`src/rtl/cordic_quad_restore_if.sv`:
```
// Bundle of tag-push, result-in and corrected-result-out signals for
// cordic_quad_restore. The CORDIC_QUAD_LEVEL_EN macro adds tag_level/err_clr.
//
// Handshake: tag_valid and res_valid are single-cycle strobes with no
// back-pressure; each high cycle is one event. out_valid is a one-cycle
// pulse per accepted result; the data outputs hold while it is low.
interface cordic_quad_restore_if #(
    parameter int W     = 24,
    parameter int DEPTH = 4
);
    localparam int AW = $clog2(DEPTH);

    logic           tag_valid;
    logic [1:0]     tag_quad;
    logic           res_valid;
    logic [W-1:0]   cos_in;
    logic [W-1:0]   sin_in;
    logic           out_valid;
    logic [W-1:0]   cos_out;
    logic [W-1:0]   sin_out;
    logic [1:0]     quad_out;
    logic           tag_full;
    logic           err_overflow;
    logic           err_underflow;
`ifdef CORDIC_QUAD_LEVEL_EN
    logic [AW:0]    tag_level;
    logic           err_clr;

    modport master (
        output tag_valid, tag_quad, res_valid, cos_in, sin_in, err_clr,
        input  out_valid, cos_out, sin_out, quad_out, tag_full,
               err_overflow, err_underflow, tag_level
    );
    modport slave (
        input  tag_valid, tag_quad, res_valid, cos_in, sin_in, err_clr,
        output out_valid, cos_out, sin_out, quad_out, tag_full,
               err_overflow, err_underflow, tag_level
    );
`else
    modport master (
        output tag_valid, tag_quad, res_valid, cos_in, sin_in,
        input  out_valid, cos_out, sin_out, quad_out, tag_full,
               err_overflow, err_underflow
    );
    modport slave (
        input  tag_valid, tag_quad, res_valid, cos_in, sin_in,
        output out_valid, cos_out, sin_out, quad_out, tag_full,
               err_overflow, err_underflow
    );
`endif
endinterface

```
`src/rtl/cordic_quad_restore.sv`:
```
// cordic_quad_restore: queues the quadrant tag of each reduced angle and
// applies the matching sign correction to each CORDIC cos/sin result.
// Optional macro CORDIC_QUAD_LEVEL_EN exposes the FIFO level (tag_level)
// and a clear input (err_clr) for the sticky error flags.
module cordic_quad_restore #(
    parameter int W     = 24,
    parameter int DEPTH = 4
) (
    input  logic                 clk,
    input  logic                 rst,
    cordic_quad_restore_if.slave bus
);
    localparam int AW = $clog2(DEPTH);
    localparam logic [AW:0]  FULL_CNT = (AW+1)'(DEPTH);
    localparam logic [W-1:0] MOST_NEG = {1'b1, {(W-1){1'b0}}};
    localparam logic [W-1:0] MOST_POS = {1'b0, {(W-1){1'b1}}};

    logic [1:0]    r_mem [DEPTH];
    logic [AW-1:0] r_rd_ptr;
    logic [AW-1:0] r_wr_ptr;
    logic [AW:0]   r_count;
    logic          r_out_valid;
    logic [W-1:0]  r_cos;
    logic [W-1:0]  r_sin;
    logic [1:0]    r_quad;
    logic          r_full;
    logic          r_ovf;
    logic          r_unf;

    logic          w_pop;
    logic          w_push;
    logic          w_drop_push;
    logic          w_drop_res;
    logic          w_clr;
    logic [1:0]    w_q;
    logic [AW:0]   w_count_next;
    logic [W-1:0]  w_cos_corr;
    logic [W-1:0]  w_sin_corr;

    // Two's complement negation that maps the most negative code to the
    // most positive one instead of wrapping back onto itself.
    function automatic logic [W-1:0] neg_sat(input logic [W-1:0] x);
        return (x == MOST_NEG) ? MOST_POS : (~x + 1'b1);
    endfunction

    // Push/pop decisions, next count and sign correction of the popped tag.
    always_comb begin
        w_pop        = bus.res_valid && (r_count != '0);
        w_push       = bus.tag_valid && ((r_count != FULL_CNT) || w_pop);
        w_drop_push  = bus.tag_valid && !w_push;
        w_drop_res   = bus.res_valid && !w_pop;
        w_q          = r_mem[r_rd_ptr];
        w_count_next = r_count;
        if (w_push && !w_pop) begin
            w_count_next = r_count + 1'b1;
        end else if (!w_push && w_pop) begin
            w_count_next = r_count - 1'b1;
        end
        // Bit 0 of the tag flips cosine, bit 1 flips sine.
        w_cos_corr   = w_q[0] ? neg_sat(bus.cos_in) : bus.cos_in;
        w_sin_corr   = w_q[1] ? neg_sat(bus.sin_in) : bus.sin_in;
`ifdef CORDIC_QUAD_LEVEL_EN
        w_clr        = bus.err_clr;
`else
        w_clr        = 1'b0;
`endif
    end

    // Tag storage; stale entries are harmless because count gates reads.
    always_ff @(posedge clk) begin
        if (!rst && w_push) begin
            r_mem[r_wr_ptr] <= bus.tag_quad;
        end
    end

    // Pointers, count, registered outputs and sticky error flags.
    always_ff @(posedge clk) begin
        if (rst) begin
            r_rd_ptr    <= '0;
            r_wr_ptr    <= '0;
            r_count     <= '0;
            r_out_valid <= 1'b0;
            r_cos       <= '0;
            r_sin       <= '0;
            r_quad      <= 2'b00;
            r_full      <= 1'b0;
            r_ovf       <= 1'b0;
            r_unf       <= 1'b0;
        end else begin
            // Pointers are AW bits wide, so increment wraps modulo DEPTH.
            if (w_push) r_wr_ptr <= r_wr_ptr + 1'b1;
            if (w_pop)  r_rd_ptr <= r_rd_ptr + 1'b1;
            r_count     <= w_count_next;
            r_full      <= (w_count_next == FULL_CNT);
            r_out_valid <= w_pop;
            if (w_pop) begin
                r_cos  <= w_cos_corr;
                r_sin  <= w_sin_corr;
                r_quad <= w_q;
            end
            // A clear and a new error in the same cycle leaves the flag set.
            r_ovf <= (r_ovf && !w_clr) || w_drop_push;
            r_unf <= (r_unf && !w_clr) || w_drop_res;
        end
    end

    assign bus.out_valid     = r_out_valid;
    assign bus.cos_out       = r_cos;
    assign bus.sin_out       = r_sin;
    assign bus.quad_out      = r_quad;
    assign bus.tag_full      = r_full;
    assign bus.err_overflow  = r_ovf;
    assign bus.err_underflow = r_unf;
`ifdef CORDIC_QUAD_LEVEL_EN
    assign bus.tag_level     = r_count;
`endif

endmodule

```
`src/flat_wrapper.sv`:
```
// flat-port wrapper written by rule: the top's interface ports become plain ports
module cordic_quad_restore_flat 
#(
    parameter int W     = 24,
    parameter int DEPTH = 4
)
  (clk, rst, bus_tag_valid, bus_tag_quad, bus_res_valid, bus_cos_in, bus_sin_in, bus_out_valid, bus_cos_out, bus_sin_out, bus_quad_out, bus_tag_full, bus_err_overflow, bus_err_underflow);
  cordic_quad_restore_if #(.W(W), .DEPTH(DEPTH)) bus_i ();
  input  logic clk;
  input  logic rst;
  input wire logic [$bits(bus_i.tag_valid)-1:0] bus_tag_valid;
  input wire logic [$bits(bus_i.tag_quad)-1:0] bus_tag_quad;
  input wire logic [$bits(bus_i.res_valid)-1:0] bus_res_valid;
  input wire logic [$bits(bus_i.cos_in)-1:0] bus_cos_in;
  input wire logic [$bits(bus_i.sin_in)-1:0] bus_sin_in;
  output wire logic [$bits(bus_i.out_valid)-1:0] bus_out_valid;
  output wire logic [$bits(bus_i.cos_out)-1:0] bus_cos_out;
  output wire logic [$bits(bus_i.sin_out)-1:0] bus_sin_out;
  output wire logic [$bits(bus_i.quad_out)-1:0] bus_quad_out;
  output wire logic [$bits(bus_i.tag_full)-1:0] bus_tag_full;
  output wire logic [$bits(bus_i.err_overflow)-1:0] bus_err_overflow;
  output wire logic [$bits(bus_i.err_underflow)-1:0] bus_err_underflow;
  assign bus_i.tag_valid = bus_tag_valid;
  assign bus_i.tag_quad = bus_tag_quad;
  assign bus_i.res_valid = bus_res_valid;
  assign bus_i.cos_in = bus_cos_in;
  assign bus_i.sin_in = bus_sin_in;
  assign bus_out_valid = bus_i.out_valid;
  assign bus_cos_out = bus_i.cos_out;
  assign bus_sin_out = bus_i.sin_out;
  assign bus_quad_out = bus_i.quad_out;
  assign bus_tag_full = bus_i.tag_full;
  assign bus_err_overflow = bus_i.err_overflow;
  assign bus_err_underflow = bus_i.err_underflow;
  cordic_quad_restore #(.W(W), .DEPTH(DEPTH)) u_core (.clk(clk), .rst(rst), .bus(bus_i));
endmodule
```
`config.mk`:
```
export PLATFORM = sky130hd
export DESIGN_NAME = cordic_quad_restore_flat
export DESIGN_NICKNAME = d
export VERILOG_FILES = /design/src/rtl/cordic_quad_restore_if.sv /design/src/rtl/cordic_quad_restore.sv /design/src/flat_wrapper.sv
export SDC_FILE = /design/constraint.sdc
export NUM_CORES = 1
export LEC_CHECK = 0
export CAP_MARGIN = 15
export CORE_UTILIZATION = 45
export DETAILED_ROUTE_END_ITERATION = 10
export GPL_ROUTABILITY_DRIVEN = 0
export GPL_TIMING_DRIVEN = 0
export PLACE_DENSITY_LB_ADDON = 0.08
export RECOVER_POWER = 25
export SLEW_MARGIN = 20
export SYNTH_ARGS = -nofsm -noshare
export SYNTH_HDL_FRONTEND = slang
export SYNTH_SLANG_ARGS = --single-unit
```
`constraint.sdc`:
```
create_clock -name clk -period 2.9 [get_ports clk]
set_clock_uncertainty 0.2 [all_clocks]
set_input_delay 0.58 -clock clk [delete_from_list [all_inputs] [get_ports clk]]
set_output_delay 0.58 -clock clk [all_outputs]
set_load 0.1 [all_outputs]
```
==> flow_metrics.env <==
export IMPL_status="finished clean"
export IMPL_r2r_start="u_core.r_count[1]$_SDFF_PP0_"
export IMPL_dp_cells=621
export IMPL_yosys_area_share_simple_pct=19.0
export IMPL_core_area_um2=8180
export IMPL_wirelength_um=9680
export IMPL_cp_startpoint="bus_cos_in[0]"
export IMPL_vias=3454
export IMPL_startpoint_type="input port"
export IMPL_num_rows=33
export IMPL_worstSkewPairLatency_ns=0.35
export IMPL_seq_area_frac_synth_pct=39.8
export IMPL_synth_ff_type="dfxtp_1"
export IMPL_vdd_drop_max_mv=0.752
export IMPL_netlist_area_um2=3770
export IMPL_powerDensity_nw_per_um2=1150
export IMPL_numCtsBuffers=9
export IMPL_synth_compound_area_share_pct=22.7
export IMPL_cts_max_level=3
export IMPL_synth_area_leaders="dfxtp_1 (33%), nor2_1 (7.2%), xor2_1 (6.5%)"
export IMPL_critPathArrivalTime_ns=2.91
export IMPL_cts_tree="done"
export IMPL_yosys_warnings=0
export IMPL_fmax_mhz=352
export IMPL_layout_cells_non_filler=639
export IMPL_grt_max_degree=14
export IMPL_clockRootBuffer="clkbuf_8"
export IMPL_chipWidth_um=93.6
export IMPL_die_h_um=93.6
export IMPL_start_util_pct=46.1
export IMPL_leakage_uw=0.00179
export IMPL_ys_ff_latch=71
export IMPL_finalSetupViolations=0
export IMPL_dp_hpwl_um=7050
export IMPL_post_dp_cell_area_um2=4950
export IMPL_rsz0062_at_grt="true"
export IMPL_antenna_found_initial=0
export IMPL_endpoint_kind="flop"
export IMPL_synthArstFlopShare_pct=0
export IMPL_min_path_type="reg2reg"
export IMPL_post_route_util_pct=63.3
export IMPL_fin_nets=592
export IMPL_synth_common_cells="nor2_1 (72), dfxtp_1 (63), xor2_1 (28)"
export IMPL_crit_fanout=10
export IMPL_cts_max_path_buffers=2
export IMPL_drc_errors=0
export IMPL_worst_slew_pin_slew_ns=1.01
export IMPL_wire_per_inst_um=15.1
export IMPL_dr_pass1_iters=4
export IMPL_cts_sinks=71
export IMPL_maxCapViolCount=0
export IMPL_final_area_um2=5170
export IMPL_holdWs_ns=0.266
export IMPL_yosysUniqueCellTypes=49
export IMPL_synth_xor_area_share_pct=9.98
export IMPL_synth_fa_ha_area_share_pct=2.99
export IMPL_synth_cells=411
export IMPL_layout_drive_gt1_share_pct=9.93
export IMPL_grt_use_total_pct=22.7
export IMPL_io_pins=108
export IMPL_finalCriticalPeriod_ns=2.84
export IMPL_path_clk_slew_ns=0.08
export IMPL_area_growth_pct=37.2
export IMPL_synth_edf_count=8
export IMPL_grt_pass1_vias=3252
export IMPL_critPathKind="in2reg"
export IMPL_hp_start="u_core.bus.quad_out[0]$_SDFFE_PP0N_"
export IMPL_dr_first_iter_drc_count=125
export IMPL_grt_overflow=0
export IMPL_yosysTopAreaCellShare_pct=33.4
export IMPL_die_area_um2=8750
export IMPL_synth_mux_area_share_pct=1.69
export IMPL_grt_pass1_wl_um=15400
export IMPL_timing_slew_headroom_pct=32.7
export IMPL_synth_fp_nets=474
export IMPL_slew_viol_final=0
export IMPL_worstPathRequired_ns=2.96
export IMPL_viasPerCell=5.41
export IMPL_port_buffers=105
export IMPL_antenna_cells=0
export IMPL_n_fill_cell=740
export IMPL_synth_top_family_by_area="compound AO/OA/AOI/OAI gates"
export IMPL_antenna_left=0
export IMPL_syn_avg_cell_area_um2=9.18
export IMPL_synth_most_common_cell="nor2_1"
export IMPL_post_route_period_util_pct=98.1
export IMPL_yosys_area_top_type="dfxtp_1"
export IMPL_finalHoldViolations=0
==> kinds of logic after synthesis <==
group	count (synthesis)
muxes	5
xor gates and xnor gates	43
buffers and inverters	34
adders and majority gates	9
AOI/OAI and AO/OA	104
DFF	71
and+or+nand+nor	145
==> sequential cells by signal, indices dropped and copies added, names as in the netlist, named ones only <==
register                  flops
u_core.bus.sin_out           24
u_core.r_count                3
u_core.r_rd_ptr               2
u_core.bus.tag_full           1
u_core.bus.quad_out           2
u_core.r_mem                  8
u_core.r_wr_ptr               2
u_core.bus.err_overflow       1
u_core.bus.out_valid          1
u_core.bus.cos_out           24
u_core.bus.err_underflow      1
==> metal layers <==
layer / vias to the layer above / wire, um / track usage, %
met3: 8 / 669 / 6.67
met1: 1610 / 4440 / 29.6
met4: 0 / 91 / 5.64
met5: - / 0 / 0
li1: 1714 / - / -
met2: 122 / 4470 / 36.6
==> area by class of cell <==
class                   count  area, um2  share of cell area, %
well taps                 105        131                   2.54
clock buffers               9        124                   2.39
plain buffers              24        106                   2.06
clock inverters             7       48.8                  0.943
flip-flops and latches     71       1500                   29.0
inverters                  10       37.5                  0.725
repair buffers            107       1070                   20.6
multi-input cells         306       2160                   41.7
==> power by group <==
group	switching [uW]	leakage [uW]	internal (uW)
sequential	168	0.000590	1280
combinational	2760	0.00111	1020
clock	402	0.0000894	312
total	3330	0.00179	2610
==> cells in the final DEF, fill, tap and decap left out, types with 2 or more instances in the layout <==
cell type,synthesis,final
a211oi_1,24,24
a211oi_2,19,19
a21oi_1,16,16
a311oi_1,3,3
a31oi_1,6,6
a41oi_1,2,2
and2_0,0,4
and3_1,2,2
buf_4,0,2
buf_6,2,2
clkbuf_1,19,20
clkbuf_8,0,9
clkdlybuf4s50_1,0,101
clkinv_2,0,3
clkinv_4,0,2
dfxtp_1,63,63
dlygate4sd3_1,0,4
edfxtp_1,8,8
ha_1,9,9
inv_1,10,10
mux2i_1,3,3
nand2_1,19,19
nand2b_1,5,5
nand3_1,6,5
nand3b_1,4,4
nor2_1,72,72
nor2b_1,3,3
nor3_1,8,8
nor4_2,0,3
o21ai_0,12,12
o31ai_1,7,7
o41ai_1,8,8
or3_1,8,8
or4_1,2,2
xnor2_1,15,15
xor2_1,28,28
==> critical path, cell delays in order <==
cell and delay (ns):
clkdlybuf4s50_1 0.47, inv_1 0.11, ha_1 0.21, or4b_4 0.52
nor4_4 0.26, buf_4 0.19, a41oi_4 0.17, buf_6 0.22
a311oi_4 0.19
==> stage by stage <==
step                TNS, ns  setup WS, ns  power [uW]
global route        -0.0536       -0.0150        6250
floorplan                 0         0.348        4380
finish                    0        0.0552        5940
global placement     -11.99        -0.409        5210
CTS                       0        0.0106        5970
detailed placement   -13.57        -0.433        5240
==> path summary, 6_finish.rpt <==
path | end | slack, ns | depth (start not counted)
max reg2reg | u_core.bus.sin_out[12]$_SDFFE_PP0N_ | 0.31 | 8
min reg2reg | u_core.bus.quad_out[0]$_SDFFE_PP0N_ | 0.27 | 2
min | u_core.bus.quad_out[0]$_SDFFE_PP0N_ | 0.27 | 2
max | u_core.bus.cos_out[9]$_SDFFE_PP0N_ | 0.06 | 9
==> repair_timing <==
action                                 in CTS  in global routing
resized for setup                           0                  6
pin swaps                                   1                  0
endpoints found under the hold margin       0                  0
buffers inserted                            2                  0
setup endpoints to repair                  21                 41
hold buffers                                0                  0
Power figures use the tool's default switching activity.
